**config.mk**
```make
export PLATFORM = sky130hd
export DESIGN_NAME = core_ctrl
export DESIGN_NICKNAME = d
export VERILOG_FILES = /design/src/rtl/core_ctrl.sv
export SDC_FILE = /design/constraint.sdc
export NUM_CORES = 1
export LEC_CHECK = 0
export ABC_AREA = 1
export ABC_CLOCK_PERIOD_IN_PS = 4600
export CAP_MARGIN = 20
export CORE_ASPECT_RATIO = 0.75
export CORE_MARGIN = 2
export CORE_UTILIZATION = 44
export DETAILED_ROUTE_END_ITERATION = 12
export GPL_ROUTABILITY_DRIVEN = 0
export PLACE_DENSITY_LB_ADDON = 0.3
export SYNTH_ARGS = -nofsm -noshare
export SYNTH_HDL_FRONTEND = slang
export SYNTH_SLANG_ARGS = --single-unit
export TNS_END_PERCENT = 5
```
**constraint.sdc**
```tcl
create_clock -name clk -period 4.6 [get_ports clk]
set_clock_uncertainty 0.2 [all_clocks]
set_input_delay 0.69 -clock clk [delete_from_list [all_inputs] [get_ports clk]]
set_output_delay 0.69 -clock clk [all_outputs]
set_load 0.1 [all_outputs]
```
**src/rtl/core_ctrl.sv**
```systemverilog
// Multi-core control: per-core saturating run-state, wake-PC routing,
// shared write/read port arbitration and a sticky all-halted flag.
module core_ctrl #(
    parameter int NCORES  = 4,
    parameter int PCW     = 16,
    parameter int RS_MAX  = 2,
    parameter int RS_INIT = 1,
    parameter int ARB_RR  = 0,
    localparam int CW     = (NCORES > 1) ? $clog2(NCORES) : 1
) (
    input  logic                  clk,
    input  logic                  rst_n,
    input  logic [NCORES-1:0]     wake_vld,
    input  logic [NCORES*CW-1:0]  wake_tgt,
    input  logic [NCORES*PCW-1:0] wake_pc,
    input  logic [NCORES-1:0]     pr_vld,
    input  logic [NCORES-1:0]     pr_resume,
    input  logic [NCORES*CW-1:0]  pr_tgt,
    input  logic [NCORES-1:0]     wr_req,
    input  logic [NCORES-1:0]     rd_req,
    input  logic [NCORES-1:0]     halted,
    input  logic [NCORES-1:0]     awake,
    output logic [NCORES-1:0]     start_vld,
    output logic [NCORES*PCW-1:0] start_pc,
    output logic [NCORES-1:0]     wake_ack,
    output logic [NCORES*3-1:0]   stall_num,
    output logic [NCORES-1:0]     wr_gnt,
    output logic [NCORES-1:0]     rd_gnt,
    output logic                  all_halt
);

    localparam int RSW = (RS_MAX > 1) ? $clog2(RS_MAX + 1) : 1;
    localparam int SW  = RSW + CW + 2;

    logic [RSW-1:0]    r_runState [NCORES];
    logic              r_firstCycle;
    logic              r_allHalt;
    logic [CW-1:0]     r_wrPtr;
    logic [CW-1:0]     r_rdPtr;

    logic [SW-1:0]     w_sum      [NCORES];
    logic [RSW-1:0]    w_runNext  [NCORES];
    logic [NCORES-1:0] w_paused;
    logic [NCORES-1:0] w_wrElig;
    logic [NCORES-1:0] w_rdElig;
    logic [NCORES-1:0] w_wrGnt;
    logic [NCORES-1:0] w_rdGnt;
    logic [CW-1:0]     w_wrPtrNext;
    logic [CW-1:0]     w_rdPtrNext;
    logic              w_allIdle;

    // First eligible index at or after ptr; a zero ptr gives fixed priority.
    function automatic logic [NCORES-1:0] arbPick(input logic [NCORES-1:0] req,
                                                  input logic [CW-1:0]     ptr);
        logic [NCORES-1:0] gnt;
        logic              found;
        int                idx;
        gnt   = '0;
        found = 1'b0;
        for (int k = 0; k < NCORES; k++) begin
            idx = (int'(ptr) + k) % NCORES;
            if (!found && req[CW'(idx)]) begin
                gnt[CW'(idx)] = 1'b1;
                found         = 1'b1;
            end
        end
        return gnt;
    endfunction

    function automatic logic [CW-1:0] ptrAfter(input logic [NCORES-1:0] gnt,
                                               input logic [CW-1:0]     ptr);
        logic [CW-1:0] p;
        p = ptr;
        for (int i = 0; i < NCORES; i++) begin
            if (gnt[i]) p = CW'((i + 1) % NCORES);
        end
        return p;
    endfunction

    // Sum is kept two's complement so the clamp can test the sign bit directly.
    always_comb begin
        for (int t = 0; t < NCORES; t++) begin
            w_sum[t] = SW'(r_runState[t]);
            for (int s = 0; s < NCORES; s++) begin
                if (pr_vld[s] && (pr_tgt[s*CW +: CW] == CW'(t))) begin
                    w_sum[t] = pr_resume[s] ? (w_sum[t] + SW'(1)) : (w_sum[t] - SW'(1));
                end
            end
            if (w_sum[t][SW-1])
                w_runNext[t] = '0;
            else if (w_sum[t] > SW'(RS_MAX))
                w_runNext[t] = RSW'(RS_MAX);
            else
                w_runNext[t] = w_sum[t][RSW-1:0];
            w_paused[t] = (r_runState[t] == '0);
        end
    end

    always_comb begin
        start_vld = '0;
        start_pc  = '0;
        wake_ack  = '0;
        if (r_firstCycle) begin
            start_vld[0] = 1'b1;
        end else begin
            for (int t = 0; t < NCORES; t++) begin
                for (int s = 0; s < NCORES; s++) begin
                    if (!start_vld[t] && wake_vld[s] && (wake_tgt[s*CW +: CW] == CW'(t))) begin
                        start_vld[t]            = 1'b1;
                        start_pc[t*PCW +: PCW]  = wake_pc[s*PCW +: PCW];
                        wake_ack[s]             = 1'b1;
                    end
                end
            end
        end
    end

    assign w_wrElig    = wr_req & ~w_paused;
    assign w_rdElig    = rd_req & ~w_paused;
    assign w_wrGnt     = arbPick(w_wrElig, (ARB_RR != 0) ? r_wrPtr : '0);
    assign w_rdGnt     = arbPick(w_rdElig, (ARB_RR != 0) ? r_rdPtr : '0);
    assign w_wrPtrNext = ptrAfter(w_wrGnt, r_wrPtr);
    assign w_rdPtrNext = ptrAfter(w_rdGnt, r_rdPtr);
    assign wr_gnt      = w_wrGnt;
    assign rd_gnt      = w_rdGnt;

    always_comb begin
        for (int i = 0; i < NCORES; i++) begin
            if (w_paused[i] || (wr_req[i] && !w_wrGnt[i]))
                stall_num[i*3 +: 3] = 3'd6;
            else if (rd_req[i] && !w_rdGnt[i])
                stall_num[i*3 +: 3] = 3'd4;
            else
                stall_num[i*3 +: 3] = 3'd0;
        end
    end

    assign w_allIdle = &(halted | ~awake);
    assign all_halt  = r_allHalt;

    always_ff @(posedge clk) begin
        if (!rst_n) begin
            for (int t = 0; t < NCORES; t++) r_runState[t] <= RSW'(RS_INIT);
            r_firstCycle <= 1'b1;
            r_wrPtr      <= '0;
            r_rdPtr      <= '0;
            r_allHalt    <= 1'b0;
        end else begin
            for (int t = 0; t < NCORES; t++) r_runState[t] <= w_runNext[t];
            r_firstCycle <= 1'b0;
            if (ARB_RR != 0) begin
                r_wrPtr <= w_wrPtrNext;
                r_rdPtr <= w_rdPtrNext;
            end
            r_allHalt <= r_allHalt | w_allIdle;
        end
    end

endmodule

```
=== Word level (Yosys, flattened, before mapping) ===
Memories as Yosys holds them, arrays and structs flattened.
Index checks and enable logic that the tools add are counted.
Widths: inputs -> output; s select.

* Register bits after elaboration: 2
* RAM bits: 8
* Bits of input ports: 110
* Logic and storage cells: 277
* Memories: 1

{| class="wikitable"
|+ Memory list
! name !! words !! width !! rd ports !! clocked after Yosys merged registers in !! write ports !! line !! text
|-
| r_runState || 4 || 2 || 4 || 0 || 4 || 35 || <nowiki>logic [RSW-1:0] r_runState [NCORES];</nowiki>
|}

* $add $sub $neg: 32
* Magnitude comparators: 4
* Equal/unequal tests: 24
* Multiplexer cells: 121
* Bitwise operators: 10
* Reduce and logical (&&, ||, !) cells: 83

{| class="wikitable"
|+ Operator list
! kind !! count
|-
| $mux 16 || 16
|-
| $mux 6 || 32
|-
| $add 6x1->6 const B || 12
|-
| $sub 6x1->6 const B || 12
|-
| $mux 64 || 1
|-
| $logic_and 1x1->1 || 50
|-
| $mux 1 || 50
|-
| $eq 2x2->1 const B || 16
|-
| $mux 3 || 9
|-
| $gt 6x2->1 const B || 4
|-
| $logic_not 2->1 || 12
|-
| $mux 2 || 12
|-
| $eq 2x1->1 const B || 8
|-
| $logic_not 1->1 || 16
|-
| $add 2x1->3 const B || 4
|-
| $sub 2x1->3 const B || 4
|-
| $or 1x1->1 || 5
|-
| $and 2x2->2 || 2
|-
| $logic_or 1x1->1 || 4
|-
| $mux 4 || 1
|-
| $not 4->4 || 1
|-
| $or 4x4->4 || 1
|-
| $reduce_and 4->1 || 1
|-
| $not 2->2 || 1
|}

=== Logic depth before layout (Yosys ltp) ===
Gate-level depths: netlist of the first run.

* Depth after elaboration: 22
* Depth in mapped cells: 35
* Depth with buffers taken out: 35

=== Worst setup path after synthesis of the first run ===
OpenSTA, ideal clock, no wires.

* Kind: reg2out
* Start point: memory r_runState[0][0] (netlist bit)
* End point: output port rd_gnt[1]
* Arrival time: 4.008 ns
* Required time: 3.710 ns
* Path slack: -0.298 ns
* Cell stages (with the launch flop): 7
* Cells stage by stage: dfxtp_1 > inv_1 > ha_1 > inv_1 > nand2_1 > inv_1 > nor3_1

{| class="wikitable"
|+ RTL lines
! what !! line !! text
|-
| start, declared || 35 ||
|-
| end, declared || 28 || <nowiki>output logic [NCORES-1:0] rd_gnt,</nowiki>
|}

==> results.toml, run 1 <==
[placed_design]
dp_hpwl_mm = 20.3
placed_cell_area_sq_um = 9850
port_buffers = 194
dp.cells = 1647
place_ws_ps = -631

[timing]
fin_crit_sh_pct = 97.3
tightest_slew_ps = 972
drv_slew = 0
slew_headroom_pct = 35.0
hold_viol_final = 0
min_period_ps = 4480
fmax_mhz = 223
setup_viol = 0
worst_slack_ps = 122

[cells_and_area]
nNetsFinal = 1642
fin_cells = 1659
synthToLayoutAreaGrowth_pct = 64.3
layout_commonest_cell = "nand2_1"
drive_gt1_share_pct = 23.6
num_antenna_cells = 0
n_fill_cell = 1095
design_area_sq_um = 10500
fin_util_pct = 73.3
final_cell_mix = "391 x nand2_1, 158 x nand3_1, 121 x inv_1"

[critical_path]
r2r_slack_ps = 120
cpPeakStageDelay_ps = 400
crit_required_ps = 4540
crit_fanout = 3
reg2regPathDepth = 28
r2r-end = "r_runState[1][1]"
worst-setup-path-type = "flip-flop to flip-flop"
regToRegStartpoint = "r_runState[1][0]"
critPathLaunchType = "flip-flop"
crit_arrival_ps = 4420
cp_common_cell = "nand2_1"
cp-end-kind = "flip-flop"
slowest_stage = "dfxtp_1"

[cts]
cts.path.max_buffers = 2
numCtsBuffers = 3
worstSkewPairLatency_ps = 240
cts.reportedPaths.clkPinSlew_ps = 50
cts.sinks = 10
clockRootBuffer = "clkbuf_16"
cts_tree = "yes"
htreeDepth = 1

[die]
start_util_pct = 44.6
rows = 38
core_area_sq_um = 14300
die_w_microns = 143
dieArea_sq_um = 15500
die_h_microns = 108
ios = 203

[synthesis]
synth_cell_types = 43
synth-seq-area-share_pct = 3.13
synth_ff_type = "dfxtp_1"
synth.ff_latch_count = 10
synth-async-reset-ratio_pct = 0
synth_edf_count = 0
ys_warn_count = 0
netlist_instances = 1191
synth_area_sq_um = 6390
syn_area_per_cell_sq_um = 5.36

[global_route]
grt_pass1_wl_mm = 41.3
grt.total_usage_pct = 32.9
grt-ovfl-total = 0
grt_antenna_before_repair = 0
grt_pass1_vias = 8353
grt_max_degree = 46

[job]
maxCapViolCount = 0

[worst_hold_path]
hold_class = "flip-flop to flip-flop"
hold_depth = 2
min_to = "all_halt"
hold_start = "all_halt"

[routing]
vias_per_cell = 5.59
via_count = 9272
drtIter0Drc = 898
routed_wl_mm = 27.1
dr.pass1.iters = 6
final_antenna_net_count = 0
wire_per_inst_microns = 16.4
post-route-drc-count = 0

[power]
max-vdd-ir-drop_uv = 131
total_leakage_power_nw = 5.13
power_density_nw_per_um2 = 204

[run_status]
status = "complete, no violations"
stage by stage:
step                      hold slack [ps]  TNS [ps]  total power, mW
after floorplan                       642      -298             1.19
after global placement                266     -3220             1.76
after detailed placement              309     -4650             1.79
after CTS                             320         0             2.03
after global routing                  343      -352             2.27
final                                 308         0             2.14
worst max path at each step:
stage	endpoint	from	cells after the start
2_1_floorplan	wr_gnt[1]	r_runState[0][0]	6
3_3_place_gp	r_runState[0][0]	pr_resume[0]	26
3_5_place_dp	r_runState[0][0]	pr_resume[0]	26
4_1_cts	r_runState[0][0]	pr_resume[0]	28
5_1_grt	r_runState[0][0]	r_runState[0][1]	28
6_report	r_runState[1][1]	r_runState[1][0]	28
synthesized netlist by cell type (4+ instances only):
master / instances / area [sq um]
ha_1: 60 / 751
a21oi_1: 87 / 435
buf_2: 4 / 20.0
xnor2_1: 10 / 87.6
dfxtp_1: 10 / 200
o21ai_0: 92 / 460
clkbuf_1: 27 / 101
and2_1: 6 / 37.5
nand4_1: 8 / 50.1
nand4_2: 5 / 62.6
buf_4: 12 / 90.1
nor3_1: 16 / 80.1
nand2_2: 12 / 75.1
inv_1: 134 / 503
o21a_1: 5 / 37.5
nor2_1: 35 / 131
fa_1: 12 / 240
xor2_1: 15 / 131
inv_2: 11 / 41.3
or2_2: 5 / 31.3
nand2_1: 404 / 1520
nand3b_1: 9 / 67.6
a211oi_1: 6 / 45.0
a21oi_2: 10 / 87.6
nand3_1: 166 / 831
metal layers:
metal | global-route usage (%) | wire length (microns)
met1 | 43.2 | 11100
met3 | 4.74 | 2740
met2 | 55.5 | 12400
met4 | 10.5 | 896
met5 | 0 | 0
worst max-delay path: cells and delay by family (launching register included):
family / cells / cell delay [ps]
AOI/OAI and AO/OA: 3 / 470
buffers and inverters: 4 / 340
DFF: 1 / 400
adders and majority gates: 4 / 1170
and+or+nand+nor: 14 / 1280
xor gates and xnor gates: 3 / 510
report_power, final:
| group | switching [mW] | total (mW) | internal [mW] |
|---|---|---|---|
| registers | 0.0161 | 0.116 | 0.100 |
| clock network | 0.0499 | 0.182 | 0.132 |
| logic | 1.15 | 1.84 | 0.693 |
| total | 1.21 | 2.14 | 0.925 |
cell type report:
cell class | instances | area, sq um | share of cell area (%)
well taps | 200 | 250 | 2.38
repair buffers | 301 | 3460 | 33.0
flip-flops and latches | 10 | 204 | 1.94
inverters | 147 | 557 | 5.31
multi-input cells | 997 | 5940 | 56.6
clock buffers | 4 | 88.8 | 0.846
flip-flops by register name, summed over array words and instances, names as in the netlist:
name,cells
all_halt,1
r_runState,8
r_firstCycle,1
timing repair:
item	CTS	global route
pin swaps	18	27
resized for setup	59	71
hold buffers	0	0
hold endpoints to repair	0	0
setup buffers	3	5
setup endpoints to repair	8	8
logic make-up after synthesis:
group | after synthesis | share of synthesized area, %
adders and majority gates | 72 | 15.5
DFF | 10 | 3.13
and+or+nand+nor | 677 | 47.2
xor gates and xnor gates | 26 | 3.68
buffers and inverters | 191 | 12.1
AOI/OAI and AO/OA | 214 | 18.3
other | 1 | 0.0587
Note: power is estimated with default switching activity, not from simulation.
==> inputs of run 2 (changes only) <==
--- a/config.mk
+++ b/config.mk
@@ -14,6 +14,7 @@
 export DETAILED_ROUTE_END_ITERATION = 12
 export GPL_ROUTABILITY_DRIVEN = 0
 export PLACE_DENSITY_LB_ADDON = 0.3
+export SETUP_SLACK_MARGIN = 0.02
 export SYNTH_ARGS = -nofsm -noshare
 export SYNTH_HDL_FRONTEND = slang
 export SYNTH_SLANG_ARGS = --single-unit
==> results.toml, run 2 (same netlist as run 1, synthesis figures left out) <==
[run_status]
status = "complete, no violations"

[power]
clkPwrFrac_pct = 8.5
p_int_mw = 0.927
power_density_nw_per_um2 = 204
seqPwrFrac_pct = 5.4
total_leakage_power_nw = 5.13
p_sw_share_pct = 56.7
max-vdd-ir-drop_uv = 131
switchingPower_mw = 1.22
power_frac_comb_pct = 86.1

[global_route]
grt-ovfl-total = 0
grt_pass1_wl_mm = 41.3
grt_pass1_vias = 8353
grt_max_degree = 46
grt_antenna_before_repair = 0
grt.total_usage_pct = 32.9

[die]
rows = 38
die_w_microns = 143
dieArea_sq_um = 15500
core_area_sq_um = 14300
die_h_microns = 108
ios = 203
start_util_pct = 44.6

[cts]
clockRootBuffer = "clkbuf_16"
numCtsBuffers = 3
cts_tree = "yes"
cts.sinks = 10
cts.reportedPaths.clkPinSlew_ps = 50
htreeDepth = 1
cts.path.max_buffers = 2
worstSkewPairLatency_ps = 240

[job]
maxCapViolCount = 0

[cells_and_area]
regMostFlops = "r_runState"
layout_commonest_cell = "nand2_1"
n_fill_cell = 1094
layout.area.seq_sq_um = 204
largest_register_ffs = 8
synthToLayoutAreaGrowth_pct = 64.5
num_antenna_cells = 0
nNetsFinal = 1642
final_cell_mix = "391 x nand2_1, 158 x nand3_1, 121 x inv_1"
drive_gt1_share_pct = 23.6
multi_input_area_sq_um = 5950

[timing]
rsz0062_at_grt = "yes"
fmax_mhz = 222
min_period_ps = 4510
fin_crit_sh_pct = 98.1
finalSetupTns_ps = 0
setup_viol = 0
tightest_slew_ps = 972
worst_slack_ps = 89.7
drv_slew = 0
whs_ps = 309
hold_viol_final = 0
slew_headroom_pct = 35.0

[routing]
dr.pass1.iters = 8
drt-met1-wl_mm = 11.2
vias_per_cell = 5.61
drtIter0Drc = 915
final_antenna_net_count = 0
post-route-drc-count = 0
highest_layer = "met4"
routed_wl_mm = 27.1
via_count = 9309
dr_wl_met3_mm = 2.64
route.met2.wl_mm = 12.4
wire_per_inst_microns = 16.3

[critical_path]
crit_arrival_ps = 4450
crit_required_ps = 4540
cpPeakStageDelay_ps = 400
critPathLaunchType = "flip-flop"
crit_fanout = 3
worst-setup-path-type = "flip-flop to flip-flop"
cp_common_cell = "nand2_1"
slowest_stage = "dfxtp_1"
cp-end-kind = "flip-flop"

[placed_design]
place_ws_ps = -631
port_buffers = 194
dp_hpwl_mm = 20.3

[worst_hold_path]
hold_class = "flip-flop to flip-flop"
==> run 2: cell counts in the layout (fill, tap and decap cells not counted) <==
Identical to the previous run, type by type.
==> run 2: critical path, delay by kind of cell (launching register included) <==
family	cells	cell delay, ps
XOR/XNOR	3	510
adder cells (fa/ha/maj)	4	1170
buffers and inverters	4	340
AO/OA/AOI/OAI	3	480
flip-flops	1	400
AND/OR/NAND/NOR	14	1280
==> run 2: path summary, 6_finish.rpt <==
path	startpoint	to	slack, ps	depth (start not counted)
worst min register to register	all_halt	all_halt	310	2
worst max register to register	r_runState[1][0]	r_runState[1][1]	90	28
worst min-delay path	all_halt	all_halt	310	2
worst max-delay path	r_runState[1][0]	r_runState[1][1]	90	28
==> run 2: power groups by stage <==
| stage | clock network (mW) | logic [mW] | registers (mW) |
|---|---|---|---|
| CTS | 0.180 | 1.73 | 0.115 |
| global route | 0.184 | 1.98 | 0.118 |
| floorplan | 0 | 1.08 | 0.114 |
| detailed placement | 0 | 1.67 | 0.116 |
| global placement | 0 | 1.65 | 0.116 |
| finish | 0.182 | 1.85 | 0.117 |
==> run 2: metal layers <==
| metal | vias to the layer above | global-route usage [%] |
|---|---|---|
| li1 | 4455 | - |
| met1 | 4252 | 43.2 |
| met2 | 521 | 55.5 |
| met3 | 81 | 4.74 |
| met4 | 0 | 10.5 |
| met5 | - | 0 |
==> run 2: layout make-up <==
class,count,area share [%]
Clock buffer,4,0.845
Multi-Input combinational cell,997,56.6
Timing Repair Buffer,301,32.9
Sequential cell,10,1.94
Tap cell,200,2.38
Inverter,147,5.30
==> run 2: metrics by stage <==
step,std cells,area (sq um),power (mW),utilization [%]
floorplan,1198,6420,1.19,-
global placement,1647,9850,1.76,68.9
detailed placement,1647,9850,1.79,68.9
CTS,1654,10200,2.03,71.4
global route,1659,10500,2.28,73.4
finish,1659,10500,2.14,73.4
==> run 2: what timing repair did <==
action / 4_1_cts / 5_1_grt
gates resized for setup: 59 / 72
buffers inserted: 3 / 5
hold buffers: 0 / 0
endpoints found under the setup margin: 8 / 8
pin swaps: 18 / 27
==> inputs of run 3 (changes only) <==
--- a/config.mk
+++ b/config.mk
@@ -15,6 +15,7 @@
 export GPL_ROUTABILITY_DRIVEN = 0
 export PLACE_DENSITY_LB_ADDON = 0.3
 export SETUP_SLACK_MARGIN = 0.02
+export SKIP_CTS_REPAIR_TIMING = 1
 export SYNTH_ARGS = -nofsm -noshare
 export SYNTH_HDL_FRONTEND = slang
 export SYNTH_SLANG_ARGS = --single-unit
==> results.toml, run 3 (same netlist as run 1, synthesis figures left out) <==
[cells_and_area]
layout.area.seq_sq_um = 206
layout_commonest_cell = "nand2_1"
synthToLayoutAreaGrowth_pct = 62.6
num_antenna_cells = 0
drive_gt1_share_pct = 22.5
n_fill_cell = 1134
nNetsFinal = 1636
multi_input_area_sq_um = 5870
final_cell_mix = "393 x nand2_1, 159 x nand3_1, 122 x inv_1"
largest_register_ffs = 8
regMostFlops = "r_runState"

[global_route]
grt_pass1_vias = 8142
grt_max_degree = 46
grt-ovfl-total = 0
grt.total_usage_pct = 31.7
grt_antenna_before_repair = 0
grt_pass1_wl_mm = 40.0

[critical_path]
r2r_slack_ps = 220
worst-setup-path-type = "primary input to flip-flop"
crit_fanout = 20
critPathLaunchType = "primary input"
crit_required_ps = 4510
crit_arrival_ps = 4360
cp-end-kind = "flip-flop"

[placed_design]
dp_hpwl_mm = 20.3
place_ws_ps = -631
port_buffers = 194

[run_status]
status = "complete, no violations"

[routing]
post-route-drc-count = 0
routed_wl_mm = 26.6
dr.pass1.iters = 6
wire_per_inst_microns = 16.1
final_antenna_net_count = 0
drtIter0Drc = 752
vias_per_cell = 5.55
via_count = 9171

[die]
die_w_microns = 143
start_util_pct = 44.6
die_h_microns = 108
rows = 38
core_area_sq_um = 14300
ios = 203
dieArea_sq_um = 15500

[cts]
cts_tree = "yes"
worstSkewPairLatency_ps = 240
clockRootBuffer = "clkbuf_16"
cts.path.max_buffers = 2
cts.reportedPaths.clkPinSlew_ps = 50
cts.sinks = 10
numCtsBuffers = 3
htreeDepth = 1

[timing]
slew_headroom_pct = 34.9
drv_slew = 0
setup_viol = 0
fmax_mhz = 225
min_period_ps = 4450
worst_slack_ps = 151
hold_viol_final = 0
fin_crit_sh_pct = 96.7
tightest_slew_ps = 973
rsz0062_at_grt = "yes"

[power]
power_density_nw_per_um2 = 202
total_leakage_power_nw = 5.11
max-vdd-ir-drop_uv = 129
finalPower_mw = 2.10

[job]
maxCapViolCount = 0

[worst_hold_path]
hold_class = "flip-flop to flip-flop"
-- run 3: path summary, 6_finish.rpt --
path / from / endpoint / cells after the start
min: all_halt / all_halt / 2
max: pr_resume[1] / r_runState[0][0] / 24
min reg2reg: all_halt / all_halt / 2
max reg2reg: r_runState[1][0] / r_runState[1][0] / 22
-- run 3: per-layer routing --
layer	track usage (%)	vias to the layer above	share of wire (%)
li1	-	4438	-
met5	0	-	0
met3	4.56	77	9.5
met2	52.5	467	46
met4	9.76	0	3.2
met1	42.6	4189	42
-- run 3: worst max-delay path, cell delays in order --
cell,delay [ps]
clkdlybuf4s50_1,450
inv_1,60
buf_12,160
ha_1,320
a21oi_2,250
nand3_2,150
a31oi_4,210
ha_4,240
a21oi_1,140
nand2_1,110
xnor2_2,130
nand2_1,80
nand2_1,70
inv_1,60
ha_4,280
inv_1,50
nor3_1,270
a211oi_2,100
nand3_1,100
nand3_1,110
inv_1,110
nand3_2,70
nand2_1,60
o21ai_1,60
-- run 3: final cells by class --
type | count | area share (%)
inverter | 147 | 5.34
multi-input combinational | 997 | 56.5
clock buffer | 4 | 0.855
sequential | 10 | 1.99
timing repair buffer | 295 | 32.9
tap | 200 | 2.41
-- run 3: power breakdown --
part           switching (mW)  internal [mW]  total, mW
Clock                  0.0472          0.131      0.179
Combinational            1.13          0.677       1.80
Sequential             0.0157          0.101      0.117
-- run 3: per-stage QoR --
stage          std cells  instance area, sq um  hold slack (ps)  setup TNS (ps)  utilization [%]
6_report            1653                 10400              308               0             72.6
5_1_grt             1653                 10400              343            -355             72.6
4_1_cts             1651                  9940              320           -2910             69.5
3_5_place_dp        1647                  9850              309           -4650             68.9
3_3_place_gp        1647                  9850              266           -3220             68.9
2_1_floorplan       1198                  6420              642            -298                -
